`src/rtl/frac_div_pkg.sv`:
```
// Shared types and helpers for the fractional divider scheduler.
package frac_div_pkg;

    localparam int CNT_W   = 8;
    localparam int FRAC_W  = 8;
    localparam int MIN_INT = 2;

    typedef enum logic [1:0] {
        IDLE  = 2'd0,
        RUN   = 2'd1,
        DRAIN = 2'd2
    } state_e;

    typedef struct packed {
        logic [CNT_W-1:0]  ival;
        logic [FRAC_W-1:0] num;
        logic [FRAC_W-1:0] den;
    } cfg_t;

    // A ratio is usable only if INT >= 2 and NUM/DEN is a proper fraction.
    function automatic logic cfg_legal(input cfg_t c);
        return (c.ival >= CNT_W'(MIN_INT)) && (c.den != '0) && (c.num < c.den);
    endfunction

endpackage

```
`src/rtl/frac_phase_acc.sv`:
```
// Phase accumulator: decides whether the next output period is long (INT+1).
module frac_phase_acc
    import frac_div_pkg::*;
#(
    parameter int W = FRAC_W
) (
    input  logic         clk_in,
    input  logic         rst,
    input  logic         step_i,
    input  logic         clear_i,
    input  logic [W-1:0] num_i,
    input  logic [W-1:0] den_i,
    output logic         long_o
);

    logic [W-1:0] acc_q;
    logic [W-1:0] acc_d;
    logic [W-1:0] base;
    logic [W:0]   sum;

    // Clear forces a zero base so a freshly applied ratio starts from phase 0.
    always_comb begin
        base   = clear_i ? '0 : acc_q;
        sum    = {1'b0, base} + {1'b0, num_i};
        long_o = (sum >= {1'b0, den_i});
        acc_d  = acc_q;
        if (step_i) begin
            acc_d = long_o ? W'(sum - {1'b0, den_i}) : W'(sum);
        end else if (clear_i) begin
            acc_d = '0;
        end
    end

    // Accumulator register.
    always_ff @(posedge clk_in) begin
        if (!rst) begin
            acc_q <= '0;
        end else begin
            acc_q <= acc_d;
        end
    end

endmodule

```
`src/rtl/frac_div_sched.sv`:
```
// Fractional clock-divider scheduler: FSM, config/shadow registers, period counter, clk_out.
//
// state | meaning
// ------+--------------------------------------------------------------
// IDLE  | stopped, clk_out low; waits for enable with a loaded ratio
// RUN   | generating periods; cnt walks 0..L-1
// DRAIN | enable dropped; finishing the current period
module frac_div_sched
    import frac_div_pkg::*;
(
    input  logic              clk_in,
    input  logic              rst,
    input  logic              cfg_valid,
    output logic              cfg_ready,
    input  logic [CNT_W-1:0]  cfg_int,
    input  logic [FRAC_W-1:0] cfg_num,
    input  logic [FRAC_W-1:0] cfg_den,
    input  logic              enable,
    output logic              clk_out,
    output logic              period_start,
    output logic              sel_long,
    output logic              busy,
    output logic              cfg_err
);

    state_e           state_q, state_d;
    logic [CNT_W-1:0] cnt_q, cnt_d, cnt_nxt;
    logic [CNT_W:0]   len_q, len_d, half;
    logic             clk_out_q, clk_out_d;
    logic             period_start_q, period_start_d;
    logic             sel_long_q, sel_long_d;
    logic             busy_q, busy_d;
    logic             cfg_err_q, cfg_err_d;
    cfg_t             act_q, act_d, shd_q, shd_d;
    logic             pend_q, pend_d;
    logic             loaded_q, loaded_d;

    cfg_t             cfg_in, step_cfg;
    logic             cfg_fire, cfg_ok;
    logic             last, idle_go, boundary, apply, acc_clear, acc_long;

    assign cfg_in    = {cfg_int, cfg_num, cfg_den};
    assign cfg_ready = (state_q == IDLE) || !pend_q;
    assign cfg_fire  = cfg_valid && cfg_ready;
    assign cfg_ok    = cfg_legal(cfg_in);

    assign cnt_nxt = cnt_q + 1'b1;
    assign last    = ({1'b0, cnt_q} == (len_q - {{CNT_W{1'b0}}, 1'b1}));
    assign half    = (len_q + {{CNT_W{1'b0}}, 1'b1}) >> 1;

    // A start is held off while a config lands in IDLE so the new ratio is the one used.
    assign idle_go   = (state_q == IDLE) && enable && loaded_q && !pend_q && !cfg_fire;
    assign boundary  = idle_go || ((state_q != IDLE) && last && enable);
    assign apply     = boundary && pend_q;
    assign acc_clear = apply || ((state_q == IDLE) && (pend_q || (cfg_fire && cfg_ok)));
    assign step_cfg  = apply ? shd_q : act_q;

    frac_phase_acc #(.W(FRAC_W)) u_acc (
        .clk_in  (clk_in),
        .rst     (rst),
        .step_i  (boundary),
        .clear_i (acc_clear),
        .num_i   (step_cfg.num),
        .den_i   (step_cfg.den),
        .long_o  (acc_long)
    );

    // Next-state, counter and registered-output decode.
    always_comb begin
        state_d        = state_q;
        cnt_d          = cnt_q;
        len_d          = len_q;
        clk_out_d      = 1'b0;
        period_start_d = 1'b0;
        sel_long_d     = sel_long_q;
        case (state_q)
            IDLE: begin
                cnt_d      = '0;
                sel_long_d = 1'b0;
                if (idle_go) begin
                    state_d = RUN;
                end
            end
            RUN, DRAIN: begin
                if (last) begin
                    if (enable) begin
                        state_d = RUN;
                    end else begin
                        state_d    = IDLE;
                        cnt_d      = '0;
                        sel_long_d = 1'b0;
                    end
                end else begin
                    cnt_d     = cnt_nxt;
                    clk_out_d = ({1'b0, cnt_nxt} < half);
                    state_d   = enable ? RUN : DRAIN;
                end
            end
            default: begin
                state_d = IDLE;
                cnt_d   = '0;
            end
        endcase
        if (boundary) begin
            cnt_d          = '0;
            len_d          = {1'b0, step_cfg.ival} + {{CNT_W{1'b0}}, acc_long};
            sel_long_d     = acc_long;
            clk_out_d      = 1'b1;
            period_start_d = 1'b1;
        end
        busy_d = (state_d != IDLE);
    end

    // Active/shadow config bookkeeping; illegal offers are acknowledged but dropped.
    always_comb begin
        act_d     = act_q;
        shd_d     = shd_q;
        pend_d    = pend_q;
        loaded_d  = loaded_q;
        cfg_err_d = cfg_fire && !cfg_ok;
        if (state_q == IDLE) begin
            if (pend_q) begin
                act_d  = shd_q;
                pend_d = 1'b0;
            end
            if (cfg_fire && cfg_ok) begin
                act_d    = cfg_in;
                loaded_d = 1'b1;
            end
        end else begin
            if (apply) begin
                act_d  = shd_q;
                pend_d = 1'b0;
            end
            if (cfg_fire && cfg_ok) begin
                shd_d  = cfg_in;
                pend_d = 1'b1;
            end
        end
    end

    // State, counter, config and output registers.
    always_ff @(posedge clk_in) begin
        if (!rst) begin
            state_q        <= IDLE;
            cnt_q          <= '0;
            len_q          <= '0;
            clk_out_q      <= 1'b0;
            period_start_q <= 1'b0;
            sel_long_q     <= 1'b0;
            busy_q         <= 1'b0;
            cfg_err_q      <= 1'b0;
            act_q          <= '0;
            shd_q          <= '0;
            pend_q         <= 1'b0;
            loaded_q       <= 1'b0;
        end else begin
            state_q        <= state_d;
            cnt_q          <= cnt_d;
            len_q          <= len_d;
            clk_out_q      <= clk_out_d;
            period_start_q <= period_start_d;
            sel_long_q     <= sel_long_d;
            busy_q         <= busy_d;
            cfg_err_q      <= cfg_err_d;
            act_q          <= act_d;
            shd_q          <= shd_d;
            pend_q         <= pend_d;
            loaded_q       <= loaded_d;
        end
    end

    assign clk_out      = clk_out_q;
    assign period_start = period_start_q;
    assign sel_long     = sel_long_q;
    assign busy         = busy_q;
    assign cfg_err      = cfg_err_q;

endmodule

```
`config.mk`:
```
export PLATFORM = sky130hd
export DESIGN_NAME = frac_div_sched
export DESIGN_NICKNAME = d
export VERILOG_FILES = /design/src/rtl/frac_div_pkg.sv /design/src/rtl/frac_phase_acc.sv /design/src/rtl/frac_div_sched.sv
export SDC_FILE = /design/constraint.sdc
export NUM_CORES = 1
export LEC_CHECK = 0
export CORE_MARGIN = 2
export CORE_UTILIZATION = 60
export DETAILED_ROUTE_END_ITERATION = 6
export GPL_TIMING_DRIVEN = 0
export PLACE_DENSITY = 0.85
export SYNTH_ARGS = -nofsm -noshare
export SYNTH_HDL_FRONTEND = slang
export SYNTH_SLANG_ARGS = --single-unit
```
`constraint.sdc`:
```
create_clock -name clk_in -period 19.1 [get_ports clk_in]
set_clock_uncertainty 0.2 [all_clocks]
set_input_delay 4.775 -clock clk_in [delete_from_list [all_inputs] [get_ports clk_in]]
set_output_delay 4.775 -clock clk_in [all_outputs]
set_load 0.05 [all_outputs]
```
### Word-level counts from Yosys, hierarchy flattened

Cells that the tools add are included.

* equal/unequal tests: 7
* bitwise logic cells: 3
* magnitude comparators: 4
* add/subtract/negate cells: 6
* muxes and demuxes: 24
* reductions and logical operators: 32

Operator list (count)
* 2-to-1 mux 24 bit: 4
* 2-to-1 mux 8 bit: 5
* less-than comparator 8 bit: 2
* logical AND 1 bit: 13
* 2-to-1 mux 1 bit: 10
* adder 8 x 1 -> 9 bit: 1
* adder 8 x 8 -> 9 bit: 1
* adder 9 x 1 -> 9 bit, second input constant: 1
* equality test 8 x 9 -> 1 bit: 1
* greater-or-equal comparator 9 x 8 -> 1 bit: 1
* subtractor 9 x 1 -> 9 bit, second input constant: 1
* adder 8 x 1 -> 8 bit, second input constant: 1
* greater-or-equal comparator 8 x 2 -> 1 bit, second input constant: 1
* nonzero test 8 bit: 1
* subtractor 8 bit: 1
* 2-to-1 mux 2 bit: 3
* != test 3 bit, second input constant: 2
* nonzero test 2 bit: 3
* logical OR 1 bit: 4
* case mux 2 bit (2 select lines): 1
* AND reduction 2 bit: 2
* OR reduction 2 bit: 2
* zero test 1 bit: 3
* != test 3 x 2 -> 1 bit, second input constant: 1
* other kinds (9): 11

* word-level logic and storage cells: 93
* bits in registers: 82

### Depth between registers and ports, before layout

Gate-level depths: netlist of the first run.

* depth after elaboration: 13
* gate-level depth with buffers: 32
* gate-level depth less buffers: 29

### Hierarchy

Synthesis of the first run repeated with hierarchy kept, for this count alone.

* cells, all modules: 709
* area total of the unflattened synthesis: 6082.1 um^2

Modules (own cells, without submodules)
* frac_div_sched: area an instance 4933.5 um^2, instances 1, cells an instance 570
* frac_phase_acc: area an instance 1148.6 um^2, instances 1, cells an instance 139

### Worst setup path after synthesis of the first run

Ideal clock, no wire load.

* path type: input to register
* start point: input port cfg_den[7]
* end point: register len_q[8]
* stages: 29
* path buffers: 3
* setup time: 0.117 ns
* data arrival time: 10.366 ns
* slack: 8.416 ns
* data required time: 18.783 ns
* path through: inv_1 -> ha_1 -> a221oi_1 -> o211ai_1 -> a211oi_2 -> nand2b_1 -> clkbuf_1 -> o21ai_1 -> clkbuf_1 -> and2_1 -> ha_1 -> a21o_1 -> a21oi_1 -> o21bai_1 -> a21oi_1 -> o21ai_0 -> xnor2_1 -> inv_1 -> ha_1 -> nand4_1 -> nor2_1 -> a2111oi_0 -> nand2b_1 -> clkbuf_1 -> ha_1 -> and4_1 -> nand2_1 -> mux2i_4 -> a32o_1

* word-level cells in the longest chain between the ends: 11
* elaborated cells between the ends (all ways): 12
* those cells by class: add/sub (2); order compare (2); mux (1); reduce/logical (7)

RTL lines
* start: declaration: line frac_div_sched.sv:17 `input logic [FRAC_W-1:0] cfg_den,`
* parallel branches: the longest is 2 deep, another holds less-than comparator 8 bit
* logical AND 1 bit (*): line frac_div_pkg.sv:22 `return (c.ival >= CNT_W'(MIN_INT)) && (c.den != '0) && (c.num < c.den);`
* logical AND 1 bit (*): line frac_div_sched.sv:55 `assign acc_clear = apply || ((state_q == IDLE) && (pend_q || (cfg_fire && cfg_ok)));`
* logical OR 1 bit (*): line frac_div_sched.sv:55
* logical AND 1 bit (*): line frac_div_sched.sv:55
* logical OR 1 bit (*): line frac_div_sched.sv:55
* 2-to-1 mux 8 bit (*)
* adder 8 x 8 -> 9 bit (*): line frac_phase_acc.sv:24 `sum = {1'b0, base} + {1'b0, num_i};`
* greater-or-equal comparator 9 x 8 -> 1 bit (*): line frac_phase_acc.sv:25 `long_o = (sum >= {1'b0, den_i});`
* adder 8 x 1 -> 9 bit (*): line frac_div_sched.sv:106 `len_d = {1'b0, step_cfg.ival} + {{CNT_W{1'b0}}, acc_long};`
* end signal: assignment: line frac_div_sched.sv:160 `len_q <= len_d;`
* end: declaration: line frac_div_sched.sv:28 `logic [CNT_W:0] len_q, len_d, half;`

Mark *: on every way between the ends.
A chain may end at the register's enable or synchronous reset.

### Worst setup path in the final report of the first run

* start point: input port cfg_den[7]
* end point: register len_q[6]

Same word-level chain as after synthesis.

==> results.cfg, run 1 <==
[logic_synthesis]
ys_top_cells_by_count = nand2_1, dfxtp_1, a21oi_1
synth_edf_count = 0
seq_area_frac_synth_pct = 30.4
async_flop_share_pct = 0
yosys_warnings = 0
avgSynthCellArea_sq_um = 8.38
synthDistinctLibCells = 65
synth_ff_type = dfxtp_1
synth_area_leaders = dfxtp_1, ha_1, mux2i_1
synth_top_area_share_pct = 30.4
synthCells = 645
synth-seq-cells = 82
syn-cell-area_sq_mm = 0.00541
yosysMostFrequentCell = nand2_1
synth.largest_area_cell = dfxtp_1
synth_fp_nets = 712

[cts]
clk_latency_ns = 0.37
clock_path_buffers = 2
root_buffer = clkbuf_8
cts_setup_buffers = 0
ctsResizeCount = 0
cts_buffers = 9
cts_sinks = 82
clkSlewWorstSetupHoldPaths_ns = 0.11
ctsHoldBuffers = 0
cts_tree = done
cts.htree.levels = 3

[pwr]
pwr-share-clk_pct = 17.5
cellPowerDensity_mw_per_mm2 = 132
fin_total_pwr_w = 0.000804
p_seq_share_pct = 28.1
p_comb_share_pct = 54.3
leakage_nw = 2.39
p_int_w = 0.000443
p_sw_share_pct = 44.9
p_sw_w = 0.000361
worst_ir_drop_vdd_uv = 72.9

[layout]
antenna_cells_inserted = 0
area_growth_pct = 12.5
fillers = 674
drive_gt1_share_pct = 7.36
finish.net_count = 755

[global_routing]
overflow = 0
grt_pass1_wl_um = 23500
grt_max_degree = 18
grt_use_total_pct = 29.7
grt_pass1_vias = 4999
antenna_found_initial = 0

[sta]
max_freq_mhz = 80.4
maxSlewViolCount = 0
fin_crit_sh_pct = 65.1
min_period_ns = 12.43
setup_viol = 0
slew-limit-headroom_pct = 40.7
setup_tns_ns = 0
grt_setup_unrepaired = false
hold_viol_final = 0
tightest_slew_ns = 0.868

[die]
num_rows = 34
die_width_um = 98.9
initial_core_util_pct = 62.0
top_level_ports = 34
die_area_sq_mm = 0.00979
core_region_area_sq_mm = 0.00872
die_y_um = 98.9

[worst_setup_path]
r2r_start = len_q[0]
rr_worst_depth = 30
crit_required_ns = 19.16
path_buf_inv = 6
max_stage_delay_ns = 0.75
critPathArrivalTime_ns = 12.49
reg2reg_to = len_q[6]
path_max_fanout = 10
r2r_slack_ns = 11.03
critical_path_class = in -> reg
end_kind = flip-flop
crit_path_start_kind = primary input
path_common_cell = ha_1
cp_slowest_cell = a2111oi_0
cp_top_family = compound AO/OA/AOI/OAI gates

[hold_path]
hold_class = reg -> reg
min_delay_worst_endpoint = shd_q[11]
holdPathStages = 2
worstHoldStart = shd_q[11]

[placement]
port_buffers = 32
hpwl_um = 10600
globalplace.congestion = 0.872

[flow_run]
maxCapViolations = 0

[drt]
detail-route-antenna-nets = 0
wire_per_inst_um = 17.9
route.detailed.drc = 0
wl_um = 14300
drtPass1Iterations = 5
dr.first_iter.drc_count = 284
avgViaCountPerCell = 6.28
num_vias = 5029

[run_status]
outcome = finished clean
## final cells by class
cell class / count / area, sq um / area share (%)
buffer: 40 / 184 / 3.02
clock buffer: 9 / 124 / 2.04
clock inverter: 7 / 95.1 / 1.56
inverter: 23 / 86.3 / 1.42
multi-input combinational: 500 / 3490 / 57.5
sequential: 82 / 1640 / 27.0
tap: 108 / 135 / 2.22
timing repair buffer: 32 / 320 / 5.27
## per-stage QoR
step / hold WS, ns / worst slack, ns / std cells / area, sq um / utilization [%]
final: 0.276 / 6.67 / 801 / 6080 / 69.7
after global routing: 0.294 / 6.17 / 801 / 6080 / 69.7
after CTS: 0.274 / 6.79 / 801 / 6080 / 69.7
after detailed placement: 0.259 / 6.54 / 785 / 5860 / 67.2
after global placement: 0.249 / 6.85 / 785 / 5860 / 67.2
after floorplan: 0.233 / 8.42 / 645 / 5410 / -
## layer usage
layer  track usage, %  vias up  wire (um)
met5                0        -          0
met4             13.8        0        519
met3             5.89       54       1150
met2             50.2      248       6880
met1             36.5     2348       5790
li1                 -     2379          -
## cells by family (layout without fill, tap and decap cells)
family | after synthesis | in the layout | share of synthesized area (%)
compound gates | 158 | 158 | 19.9
xor+xnor | 39 | 39 | 6.32
fa+ha+maj | 39 | 39 | 9.30
buf+inv | 63 | 111 | 5.00
flops | 82 | 82 | 30.4
mux | 50 | 50 | 9.88
simple gates | 214 | 214 | 19.3
## tightest hold or removal path, delay by kind of cell (launching register included)
kind | cells | cell delay [ns]
flip-flops | 1 | 0.33
AND/OR/NAND/NOR | 1 | 0.05
AO/OA/AOI/OAI | 1 | 0.05
## registers in the layout, indices dropped and copies added, names as in the netlist
name and cells:
act_q 24, shd_q 24, len_q 9, cnt_q 8, u_acc.acc_q 8, state_q 2, busy 1, cfg_err 1
clk_out 1, loaded_q 1, pend_q 1, period_start 1, sel_long 1
## placed cells by master (no fill, tap or decap), drive strengths merged, types with 18 or more instances in the layout
master / netlist / routed
o21ai: 29 / 29
ha: 37 / 37
nor2: 42 / 42
xor2: 18 / 18
a21oi: 57 / 57
clkbuf: 32 / 41
inv: 23 / 27
xnor2: 21 / 21
mux2i: 36 / 36
nand2: 83 / 83
dfxtp: 82 / 82
clkdlybuf4s50: 0 / 32
## worst max-delay path by stage
stage          cells after the start  slack, ns       start  endpoint
3_3_place_gp                      30       6.85  cfg_den[1]  len_q[8]
5_1_grt                           30       6.17  cfg_den[7]  len_q[6]
3_5_place_dp                      30       6.54  cfg_den[7]  len_q[6]
6_report                          30       6.67  cfg_den[7]  len_q[6]
4_1_cts                           30       6.79  cfg_den[7]  len_q[6]
2_1_floorplan                     29       8.42  cfg_den[7]  len_q[8]
## power by group through the flow
stage | Sequential [W] | Clock, W | Combinational, W
floorplan | 0.000226 | 0 | 0.000317
global placement | 0.000226 | 0 | 0.000408
detailed placement | 0.000228 | 0 | 0.000423
CTS | 0.000225 | 0.000142 | 0.000428
global route | 0.000230 | 0.000150 | 0.000476
finish | 0.000226 | 0.000141 | 0.000437
Power figures use the tool's default switching activity.
==> run 2, diff against run 1 <==
clock period = 12.9 ns   (was 19.1 ns; I/O delays follow)
==> results of run 2 <==
Same layout as run 1 (identical final DEF). Status: finished clean.
Among the figures that moved: setup slack after placement 6.54 ns -> 1.89 ns; setup slack after layout 6.67 ns -> 2.02 ns; register-to-register setup slack 11.03 ns -> 4.83 ns; total power 0.000804 W -> 0.00119 W; worst IR drop on VDD 72.9 uV -> 108 uV
==> run 3, diff against run 2 <==
CORE_UTILIZATION = 54   (was 60)
PLACE_DENSITY = 0.81   (was 0.85)
clock period = 9.6 ns   (was 12.9 ns; I/O delays follow)
==> results.cfg, run 3 (synthesized netlist as in run 1, its figures left out) <==
[sta]
fin_crit_sh_pct = 94.4
worst_slack_ns = 0.541
setup_viol = 0
hold_viol_final = 0
maxSlewViolCount = 0
slew-limit-headroom_pct = 44.5
min_period_ns = 9.06
max_freq_mhz = 110
tightest_slew_ns = 0.832
hold-worst-slack_ns = 0.278
grt_setup_unrepaired = false

[hold_path]
min_delay_worst_endpoint = shd_q[13]
holdPathStages = 2
worstHoldStart = shd_q[13]
hold_class = reg -> reg

[die]
die_area_sq_mm = 0.0108
die_width_um = 104
initial_core_util_pct = 55.6
die_y_um = 104
core_region_area_sq_mm = 0.00973
top_level_ports = 34
num_rows = 36

[placement]
port_buffers = 32
placed_area_sq_mm = 0.00589
preCtsSetupSlack_ns = -0.530
globalplace.congestion = 0.850
hpwl_um = 10600

[pwr]
p_sw_share_pct = 44.1
leakage_nw = 2.39
cellPowerDensity_mw_per_mm2 = 256
worst_ir_drop_vdd_uv = 197
p_int_w = 0.000874
p_seq_share_pct = 28.8
pwr-share-clk_pct = 16.6
p_sw_w = 0.000690
p_comb_share_pct = 54.6
fin_total_pwr_w = 0.00156

[global_routing]
antenna_found_initial = 0
grt_use_total_pct = 25.2
grt_max_degree = 15
grt_pass1_vias = 4647
overflow = 0
grt_pass1_wl_um = 22500

[worst_setup_path]
crit_path_start_kind = primary input
reg2reg_to = len_q[6]
path_max_fanout = 10
r2r_start = len_q[0]
crit_required_ns = 9.67
critPathArrivalTime_ns = 9.13
r2r_slack_ns = 2.12
max_stage_delay_ns = 0.51
critical_path_class = in -> reg
end_kind = flip-flop
rr_worst_depth = 29
path_common_cell = ha_1
cp_slowest_cell = clkdlybuf4s50_1

[cts]
cts.htree.levels = 3
cts_tree = done
root_buffer = clkbuf_8
clock_path_buffers = 2
clk_latency_ns = 0.37
ctsHoldBuffers = 0
cts_buffers = 9
clkSlewWorstSetupHoldPaths_ns = 0.10
cts_sinks = 82

[layout]
final_cell_mix = nand2_1, dfxtp_1, a21oi_1
biggestRegsByFlops = act_q x24, shd_q x24, len_q x9
drive_gt1_share_pct = 7.93
final_common_cell = nand2_1
design_area_sq_mm = 0.00612
fillers = 875
finish.net_count = 756
area_growth_pct = 13.1
antenna_cells_inserted = 0

[run_status]
outcome = finished clean

[drt]
detail-route-antenna-nets = 0
num_vias = 4933
wl_um = 13700
dr.first_iter.drc_count = 419
drtPass1Iterations = 5
route.detailed.drc = 0
avgViaCountPerCell = 5.96
wire_per_inst_um = 16.6

[flow_run]
maxCapViolations = 0
==> run 3: cell types whose count changed in the layout (fill, tap and decap cells not counted), sizes merged <==
cell | previous run | this run
clkbuf | 41 | 40
buf | 8 | 11
inv | 27 | 25
clkinvlp | 0 | 1
==> run 3: power groups by stage <==
| stage | registers [W] | logic, W | clock network [W] |
|---|---|---|---|
| 4_1_cts | 0.000449 | 0.000836 | 0.000258 |
| 6_report | 0.000450 | 0.000855 | 0.000260 |
| 2_1_floorplan | 0.000450 | 0.000630 | 0 |
| 3_3_place_gp | 0.000451 | 0.000797 | 0 |
| 3_5_place_dp | 0.000456 | 0.000829 | 0 |
| 5_1_grt | 0.000458 | 0.000927 | 0.000274 |
==> run 3: per-stage QoR <==
stage	util, %	TNS [ns]	std cells
3_5_place_dp	60.6	-2.96	810
6_report	62.9	0	827
5_1_grt	62.9	0	827
2_1_floorplan	-	0	645
3_3_place_gp	60.6	-1.19	810
4_1_cts	62.6	0	826
==> run 3: repair_timing <==
item	in CTS	in global routing
pin swaps	0	1
endpoints found under the hold margin	0	0
setup endpoints to repair	6	7
gates resized for setup	2	2
buffers inserted	0	3
==> run 3: routing by layer <==
layer / vias to the layer above / global-route usage, % / routed length [um]
met5: - / 0 / 0
met4: 0 / 6.47 / 166
met3: 17 / 2.57 / 780
met2: 175 / 42.9 / 6470
met1: 2352 / 34.2 / 6310
li1: 2389 / - / -
==> run 3: worst max path at each step <==
stage,from,to
2_1_floorplan,cfg_den[7],len_q[8]
3_3_place_gp,cfg_den[1],len_q[8]
3_5_place_dp,cfg_den[7],len_q[6]
4_1_cts,cfg_den[7],len_q[6]
5_1_grt,cfg_den[1],len_q[6]
6_report,cfg_den[1],len_q[6]
==> run 3: layout make-up <==
class                           instances  area [sq um]  area share, %
Buffer                                 38           176           2.88
Clock buffer                           10           128           2.09
Clock inverter                          6          65.1           1.06
Inverter                               23          86.3           1.41
Multi-Input combinational cell        500          3510           57.4
Sequential cell                        82          1640           26.8
Tap cell                              133           166           2.72
Timing Repair Buffer                   35           343           5.60
==> run 3: critical path: cells and delay by family <==
kind                       cells  cell delay (ns)
AOI/OAI and AO/OA             11             2.66
adders and majority gates      4             1.27
and+or+nand+nor                7             1.49
xor gates and xnor gates       2             0.37
buffers and inverters          4             0.94
